==> config.mk <==
export PLATFORM = sky130hd
export DESIGN_NAME = rv32_core_sequencer_flat
export DESIGN_NICKNAME = d
export VERILOG_FILES = /design/src/rtl/rv32_core_sequencer_pkg.sv /design/src/rtl/rv32_core_sequencer_if.sv /design/src/rtl/rv32_perf_counters.sv /design/src/rtl/rv32_core_sequencer.sv /design/src/flat_wrapper.sv
export SDC_FILE = /design/constraint.sdc
export NUM_CORES = 1
export LEC_CHECK = 0
export BUFFER_PORTS_ARGS = -buffer_cell sky130_fd_sc_hd__buf_2
export CORE_MARGIN = 3
export CORE_UTILIZATION = 25
export CTS_CLUSTER_DIAMETER = 120
export DETAILED_ROUTE_END_ITERATION = 10
export HOLD_SLACK_MARGIN = 0.12
export SLEW_MARGIN = 20
export SYNTH_ARGS = -nofsm -noshare
export SYNTH_HDL_FRONTEND = slang
export SYNTH_SLANG_ARGS = --single-unit
==> constraint.sdc <==
create_clock -name clk -period 5.8 [get_ports clk]
set_clock_uncertainty 0.2 [all_clocks]
set_input_delay 0.87 -clock clk [delete_from_list [all_inputs] [get_ports clk]]
set_output_delay 0.87 -clock clk [all_outputs]
set_load 0.01 [all_outputs]
==> src/rtl/rv32_core_sequencer_pkg.sv <==
// Shared definitions for the RV32IM multi-cycle sequencer:
// state encodings, trap causes and reset/trap vectors.
package rv32_core_sequencer_pkg;

  localparam int XLEN            = 32;
  localparam int SEQ_STATE_WIDTH = 3;

  typedef logic [XLEN-1:0]            word_t;
  typedef logic [SEQ_STATE_WIDTH-1:0] seq_state_t;

  localparam seq_state_t SEQ_STATE_FETCH  = 3'd0;
  localparam seq_state_t SEQ_STATE_DECODE = 3'd1;
  localparam seq_state_t SEQ_STATE_EXEC   = 3'd2;
  localparam seq_state_t SEQ_STATE_MEM    = 3'd3;
  localparam seq_state_t SEQ_STATE_WB     = 3'd4;
  localparam seq_state_t SEQ_STATE_TRAP   = 3'd5;
  localparam seq_state_t SEQ_STATE_HALT   = 3'd6;

  localparam logic [1:0] TRAP_CAUSE_MISALIGNED = 2'd0;
  localparam logic [1:0] TRAP_CAUSE_ILLEGAL    = 2'd2;

  localparam word_t DEF_RESET_PC = 32'h0000_0000;
  localparam word_t DEF_TRAP_PC  = 32'h0000_0100;
  localparam word_t DEF_NOP_INSN = 32'h0000_0013;

  function automatic logic misaligned(word_t a);
    return a[1:0] != 2'b00;
  endfunction

endpackage

==> src/rtl/rv32_core_sequencer_if.sv <==
// Instruction-fetch port between the sequencer (master)
// and instruction memory (slave).
interface rv32_core_sequencer_if;
  import rv32_core_sequencer_pkg::*;

  logic  req;
  word_t addr;
  logic  rvalid;
  word_t rdata;

  modport master (output req, addr, input rvalid, rdata);
  modport slave  (input req, addr, output rvalid, rdata);

endinterface

==> src/rtl/rv32_perf_counters.sv <==
// 64-bit cycle and retired-instruction counters.
// Built only when API_SEQ_PERF_CNT_EN is defined.
`ifdef API_SEQ_PERF_CNT_EN
module rv32_perf_counters (
  input  logic        clk,
  input  logic        rst_n,
  input  logic        instret_i,
  output logic [63:0] cycle_cnt_o,
  output logic [63:0] instret_cnt_o
);

  logic [63:0] cycle_q, instret_q;

  always_ff @(posedge clk or negedge rst_n) begin
    if (!rst_n) begin
      cycle_q   <= '0;
      instret_q <= '0;
    end else begin
      cycle_q <= cycle_q + 64'd1;
      if (instret_i) instret_q <= instret_q + 64'd1;
    end
  end

  assign cycle_cnt_o   = cycle_q;
  assign instret_cnt_o = instret_q;

endmodule
`endif

==> src/rtl/rv32_core_sequencer.sv <==
// Multi-cycle control FSM: owns PC and IR, sequences fetch/exec/mem/wb.
// Optional perf counters via API_SEQ_PERF_CNT_EN.
module rv32_core_sequencer
  import rv32_core_sequencer_pkg::*;
#(
  parameter word_t RESET_PC = DEF_RESET_PC,
  parameter word_t TRAP_PC  = DEF_TRAP_PC,
  parameter word_t NOP_INSN = DEF_NOP_INSN
) (
  input  logic                  clk,
  input  logic                  rst_n,
  rv32_core_sequencer_if.master imem,
  output word_t                 ir_o,
  output word_t                 pc_o,
  input  logic                  dec_reg_w_i,
  input  logic                  dec_mem_w_i,
  input  logic                  dec_is_load_i,
  input  logic                  dec_is_branch_i,
  input  logic                  dec_illegal_i,
  output logic                  ex_start_o,
  input  logic                  ex_done_i,
  output logic                  lsu_req_o,
  input  logic                  lsu_done_i,
  input  logic                  br_taken_i,
  input  word_t                 br_target_i,
  output logic                  rf_we_o,
  output logic                  instret_o,
  input  logic                  halt_i,
  output logic                  halted_o,
  output logic                  trap_o,
  output logic [1:0]            trap_cause_o,
  output word_t                 trap_epc_o,
  output seq_state_t            state_o
`ifdef API_SEQ_PERF_CNT_EN
  ,
  output logic [63:0]           cycle_cnt_o,
  output logic [63:0]           instret_cnt_o
`endif
);

  seq_state_t state_q, state_d;
  word_t      pc_q, pc_d;
  word_t      ir_q, ir_d;
  word_t      epc_q, epc_d;
  logic [1:0] cause_q, cause_d;
  logic       redirect, bad_tgt, in_wb;

  assign redirect = dec_is_branch_i & br_taken_i;
  assign bad_tgt  = redirect & misaligned(br_target_i);
  assign in_wb    = state_q == SEQ_STATE_WB;

  // Cause and EPC are captured on entry so they are valid with trap_o.
  always_comb begin
    state_d = state_q;
    pc_d    = pc_q;
    ir_d    = ir_q;
    epc_d   = epc_q;
    cause_d = cause_q;
    unique case (state_q)
      SEQ_STATE_FETCH: begin
        if (imem.rvalid) begin
          ir_d    = imem.rdata;
          state_d = SEQ_STATE_DECODE;
        end
      end
      SEQ_STATE_DECODE: begin
        if (dec_illegal_i) begin
          state_d = SEQ_STATE_TRAP;
          cause_d = TRAP_CAUSE_ILLEGAL;
          epc_d   = pc_q;
        end else begin
          state_d = SEQ_STATE_EXEC;
        end
      end
      SEQ_STATE_EXEC: begin
        if (ex_done_i)
          state_d = (dec_mem_w_i | dec_is_load_i) ?
                    SEQ_STATE_MEM : SEQ_STATE_WB;
      end
      SEQ_STATE_MEM: begin
        if (lsu_done_i) state_d = SEQ_STATE_WB;
      end
      SEQ_STATE_WB: begin
        if (bad_tgt) begin
          state_d = SEQ_STATE_TRAP;
          cause_d = TRAP_CAUSE_MISALIGNED;
          epc_d   = pc_q;
        end else begin
          pc_d    = redirect ? br_target_i : pc_q + 32'd4;
          state_d = halt_i ? SEQ_STATE_HALT : SEQ_STATE_FETCH;
        end
      end
      SEQ_STATE_TRAP: begin
        pc_d    = TRAP_PC;
        state_d = SEQ_STATE_FETCH;
      end
      SEQ_STATE_HALT: begin
        if (!halt_i) state_d = SEQ_STATE_FETCH;
      end
      default: state_d = SEQ_STATE_FETCH;
    endcase
  end

  always_ff @(posedge clk or negedge rst_n) begin
    if (!rst_n) begin
      state_q <= SEQ_STATE_FETCH;
      pc_q    <= RESET_PC;
      ir_q    <= NOP_INSN;
      epc_q   <= '0;
      cause_q <= TRAP_CAUSE_MISALIGNED;
    end else begin
      state_q <= state_d;
      pc_q    <= pc_d;
      ir_q    <= ir_d;
      epc_q   <= epc_d;
      cause_q <= cause_d;
    end
  end

  // Fetch request is gated by rst_n so it drops the instant reset asserts.
  assign imem.req     = rst_n & (state_q == SEQ_STATE_FETCH);
  assign imem.addr    = pc_q;
  assign ir_o         = ir_q;
  assign pc_o         = pc_q;
  assign ex_start_o   = (state_q == SEQ_STATE_DECODE) & ~dec_illegal_i;
  assign lsu_req_o    = state_q == SEQ_STATE_MEM;
  assign instret_o    = in_wb & ~bad_tgt;
  assign rf_we_o      = instret_o & dec_reg_w_i & ~dec_mem_w_i;
  assign halted_o     = state_q == SEQ_STATE_HALT;
  assign trap_o       = state_q == SEQ_STATE_TRAP;
  assign trap_cause_o = cause_q;
  assign trap_epc_o   = epc_q;
  assign state_o      = state_q;

`ifdef API_SEQ_PERF_CNT_EN
  rv32_perf_counters u_perf (
    .clk           (clk),
    .rst_n         (rst_n),
    .instret_i     (instret_o),
    .cycle_cnt_o   (cycle_cnt_o),
    .instret_cnt_o (instret_cnt_o)
  );
`endif

endmodule
==> src/flat_wrapper.sv <==
// flat-port wrapper written by rule: the top's interface ports become plain ports
module rv32_core_sequencer_flat import rv32_core_sequencer_pkg::*;
#(
  parameter word_t RESET_PC = DEF_RESET_PC,
  parameter word_t TRAP_PC  = DEF_TRAP_PC,
  parameter word_t NOP_INSN = DEF_NOP_INSN
)
  (clk, rst_n, ir_o, pc_o, dec_reg_w_i, dec_mem_w_i, dec_is_load_i, dec_is_branch_i, dec_illegal_i, ex_start_o, ex_done_i, lsu_req_o, lsu_done_i, br_taken_i, br_target_i, rf_we_o, instret_o, halt_i, halted_o, trap_o, trap_cause_o, trap_epc_o, state_o, imem_req, imem_addr, imem_rvalid, imem_rdata);
  rv32_core_sequencer_if imem_i ();
  input  logic clk;
  input  logic rst_n;
  output word_t ir_o;
  output word_t pc_o;
  input  logic dec_reg_w_i;
  input  logic dec_mem_w_i;
  input  logic dec_is_load_i;
  input  logic dec_is_branch_i;
  input  logic dec_illegal_i;
  output logic ex_start_o;
  input  logic ex_done_i;
  output logic lsu_req_o;
  input  logic lsu_done_i;
  input  logic br_taken_i;
  input  word_t br_target_i;
  output logic rf_we_o;
  output logic instret_o;
  input  logic halt_i;
  output logic halted_o;
  output logic trap_o;
  output logic [1:0] trap_cause_o;
  output word_t trap_epc_o;
  output seq_state_t state_o;
  output wire logic [$bits(imem_i.req)-1:0] imem_req;
  output wire logic [$bits(imem_i.addr)-1:0] imem_addr;
  input wire logic [$bits(imem_i.rvalid)-1:0] imem_rvalid;
  input wire logic [$bits(imem_i.rdata)-1:0] imem_rdata;
  assign imem_req = imem_i.req;
  assign imem_addr = imem_i.addr;
  assign imem_i.rvalid = imem_rvalid;
  assign imem_i.rdata = imem_rdata;
  rv32_core_sequencer #(.RESET_PC(RESET_PC), .TRAP_PC(TRAP_PC), .NOP_INSN(NOP_INSN)) u_core (.clk(clk), .rst_n(rst_n), .imem(imem_i), .ir_o(ir_o), .pc_o(pc_o), .dec_reg_w_i(dec_reg_w_i), .dec_mem_w_i(dec_mem_w_i), .dec_is_load_i(dec_is_load_i), .dec_is_branch_i(dec_is_branch_i), .dec_illegal_i(dec_illegal_i), .ex_start_o(ex_start_o), .ex_done_i(ex_done_i), .lsu_req_o(lsu_req_o), .lsu_done_i(lsu_done_i), .br_taken_i(br_taken_i), .br_target_i(br_target_i), .rf_we_o(rf_we_o), .instret_o(instret_o), .halt_i(halt_i), .halted_o(halted_o), .trap_o(trap_o), .trap_cause_o(trap_cause_o), .trap_epc_o(trap_epc_o), .state_o(state_o));
endmodule
==> flow_metrics.tcl <==
set metrics [dict create \
    crit_arrival_ns 2.67 \
    drc 0 \
    insertion_delay_ns 0.35 \
    hold_violations 0 \
    worstSetupStartpoint "u_core.state_o[1]$_DFFE_PN0P_" \
    drv_slew 0 \
    fillers 2019 \
    post_cts_buffers 0 \
    synth_nets 548 \
    power_mw 3.43 \
    clk_pin_slew_worst_paths_ns 0.07 \
    reg2reg_to "u_core.imem.addr[25]$_DFFE_PN0P_" \
    grt_max_degree 56 \
    die_x_um 149 \
    grt_overflow 0 \
    netlist_area_um2 5090 \
    worst_pin_slew_ns 0.908 \
    async_reset_ff_frac 1.00 \
    worst_slack_ns 2.06 \
    dp_slack_ns 2.19 \
    ys_seq_elements 100 \
    seq_area_frac_synth 0.492 \
    setup-violations-final 0 \
    root_buffer "clkbuf_16" \
    wl_um 15600 \
    worst_r2r_path_depth 5 \
    synth_cells 471 \
    dieArea_um2 22100 \
    postCtsHoldBufs 0 \
    place_area_um2 6180 \
    slew_headroom 0.392 \
    rsz0062_at_grt "false" \
    timing.fmax_mhz 267 \
    rows 51 \
    syn_to_final_growth_pct 28.3 \
    status "finished, final reports clean" \
    core_area_um2 19700 \
    clockBufferDepth 2 \
    irDropWorstVdd_v 0.000146 \
    drv_cap 0 \
    wire_per_inst_um 17.1 \
    cellLeakagePower_nw 3.12 \
    r2r-start "u_core.state_o[1]$_DFFE_PN0P_" \
    period_share 0.645 \
    grt_pass1_wl_um 23900 \
    grt_pass1_vias 4070 \
    io_pins 216 \
    drt_iter0_markers 250 \
    synth_cell_types 61 \
    ys.flop_type "dfrtp_1" \
    start_util 0.258 \
    fin_area_um2 6530 \
    cp_max_fo 17 \
    track_usage 0.139 \
    setup-tns-final_ns 0 \
    ant_nets 0 \
    hold_depth 1 \
    yosys_warnings 0 \
    cts_buffers 9 \
    gp_congestion 0.769 \
    min_from "u_core.trap_epc_o[30]$_DFFE_PN0P_" \
    hold_class "flop to flop" \
    power_density_nw_per_um2 525 \
    drive_gt1_frac 0.490 \
    clock-sinks 100 \
    cts.htree.levels 3 \
    vias 4267 \
    r2r_slack_ns 3.07 \
    first_pass_iters 4 \
    holdPathEnd "u_core.trap_epc_o[30]$_DFFE_PN0P_" \
    critPathKind "flop to output port" \
    viasPerCell 4.68 \
    nets 717 \
    cts_resized 0 \
    die_y_um 149 \
    end_kind "output port" \
    antenna_found_initial 3 \
    synth_edf_count 0 \
    worstPathRequired_ns 4.73 \
    avgSynthCellArea_um2 10.8 \
    cts_tree "built" \
    dpl.hpwl_um 11600 \
    worst_setup_path_start_kind "flop" \
    port_buffers 214 \
    min_period_ns 3.74 \
]
[flip-flops by register name, indices dropped and copies added (netlist names)]
register / flops
u_core.ir_o: 32
u_core.trap_cause_o: 1
u_core.state_o: 3
u_core.trap_epc_o: 32
u_core.imem.addr: 32
[routing by layer]
layer	share of wire	track usage	vias to the layer above
li1	-	-	2020
met1	0.43	0.184	2063
met2	0.47	0.221	153
met3	0.065	0.0323	27
met4	0.025	0.0554	4
met5	0.0013	0	-
[worst max path at each step]
stage,to,slack [ns],cells past startpoint
4_1_cts,rf_we_o,2.03,4
6_report,rf_we_o,2.06,4
2_1_floorplan,rf_we_o,2.60,5
5_1_grt,rf_we_o,1.82,4
3_5_place_dp,rf_we_o,2.19,5
3_3_place_gp,rf_we_o,2.22,5
[where the power goes]
group	switching [mW]	leakage (nW)	internal, mW
registers	0.336	1.25	1.01
logic	0.717	1.70	0.655
clock network	0.278	0.169	0.434
[synthesized netlist by cell type, drive strengths merged, types with 2 or more instances]
cell / count / area share
dfrtp: 97 / 0.48
mux2: 64 / 0.14
buf: 43 / 0.059
o21ai: 33 / 0.032
nor2: 27 / 0.020
nand2: 22 / 0.016
clkbuf: 20 / 0.015
a21oi: 18 / 0.018
a22oi: 18 / 0.027
nand3: 16 / 0.017
nor3: 11 / 0.012
nor4: 11 / 0.018
nand4: 8 / 0.014
xor2: 7 / 0.012
inv: 6 / 0.0044
a31oi: 4 / 0.0049
and3: 4 / 0.0049
nand3b: 4 / 0.0059
o211ai: 4 / 0.0059
o221ai: 4 / 0.0069
or3: 4 / 0.0049
a221o: 3 / 0.0059
and2: 3 / 0.0037
dfstp: 3 / 0.015
nor4b: 3 / 0.0052
or2: 3 / 0.0037
xnor2: 3 / 0.0052
a21o: 2 / 0.0029
a2bb2oi: 2 / 0.0034
mux2i: 2 / 0.0039
nand2b: 2 / 0.0025
nor3b: 2 / 0.0029
o22ai: 2 / 0.0025
o31ai: 2 / 0.0029
or4: 2 / 0.0037
[per-stage QoR]
stage | utilization | instances | hold slack [ns]
5_1_grt | 0.331 | 911 | 0.317
6_report | 0.331 | 911 | 0.302
2_1_floorplan | - | 471 | 0.351
3_3_place_gp | 0.313 | 894 | 0.286
3_5_place_dp | 0.313 | 894 | 0.289
4_1_cts | 0.331 | 910 | 0.306
[worst max-delay path: stages, from the launching register on]
cell and delay (ns):
dfrtp_1 0.56, nand2b_1 0.55, or3_1 0.77, nor3b_1 0.27, buf_2 0.16
[placed cells by master (no fill, tap or decap), types with 8 or more instances in the layout]
cell and instances:
mux2_2 64, nor4_1 9, dfrtp_1 97, o21ai_0 31, nor2_1 27, nand3_1 15
a21oi_1 17, a22oi_1 18, nor3_1 10, buf_4 8, clkbuf_16 9, nand2_1 22
buf_2 213
[final cells by class]
cell class | count | area, um2 | area share
clock inverters | 6 | 111 | 0.0170
diodes | 1 | 2.50 | 0.000383
clock buffers | 10 | 239 | 0.0366
flip-flops and latches | 100 | 2510 | 0.384
multi-input cells | 302 | 2190 | 0.336
inverters | 6 | 22.5 | 0.00345
repair buffers | 221 | 1130 | 0.172
well taps | 265 | 332 | 0.0508
[logic make-up after synthesis]
group | Yosys count | synth area share
compound gates | 98 | 0.123
xor+xnor | 10 | 0.0172
fa+ha+maj | 1 | 0.00246
buf+inv | 69 | 0.0784
flops | 100 | 0.492
mux | 66 | 0.145
other cells | 1 | 0.000737
simple gates | 126 | 0.140
(Power assumes the default switching activity.)
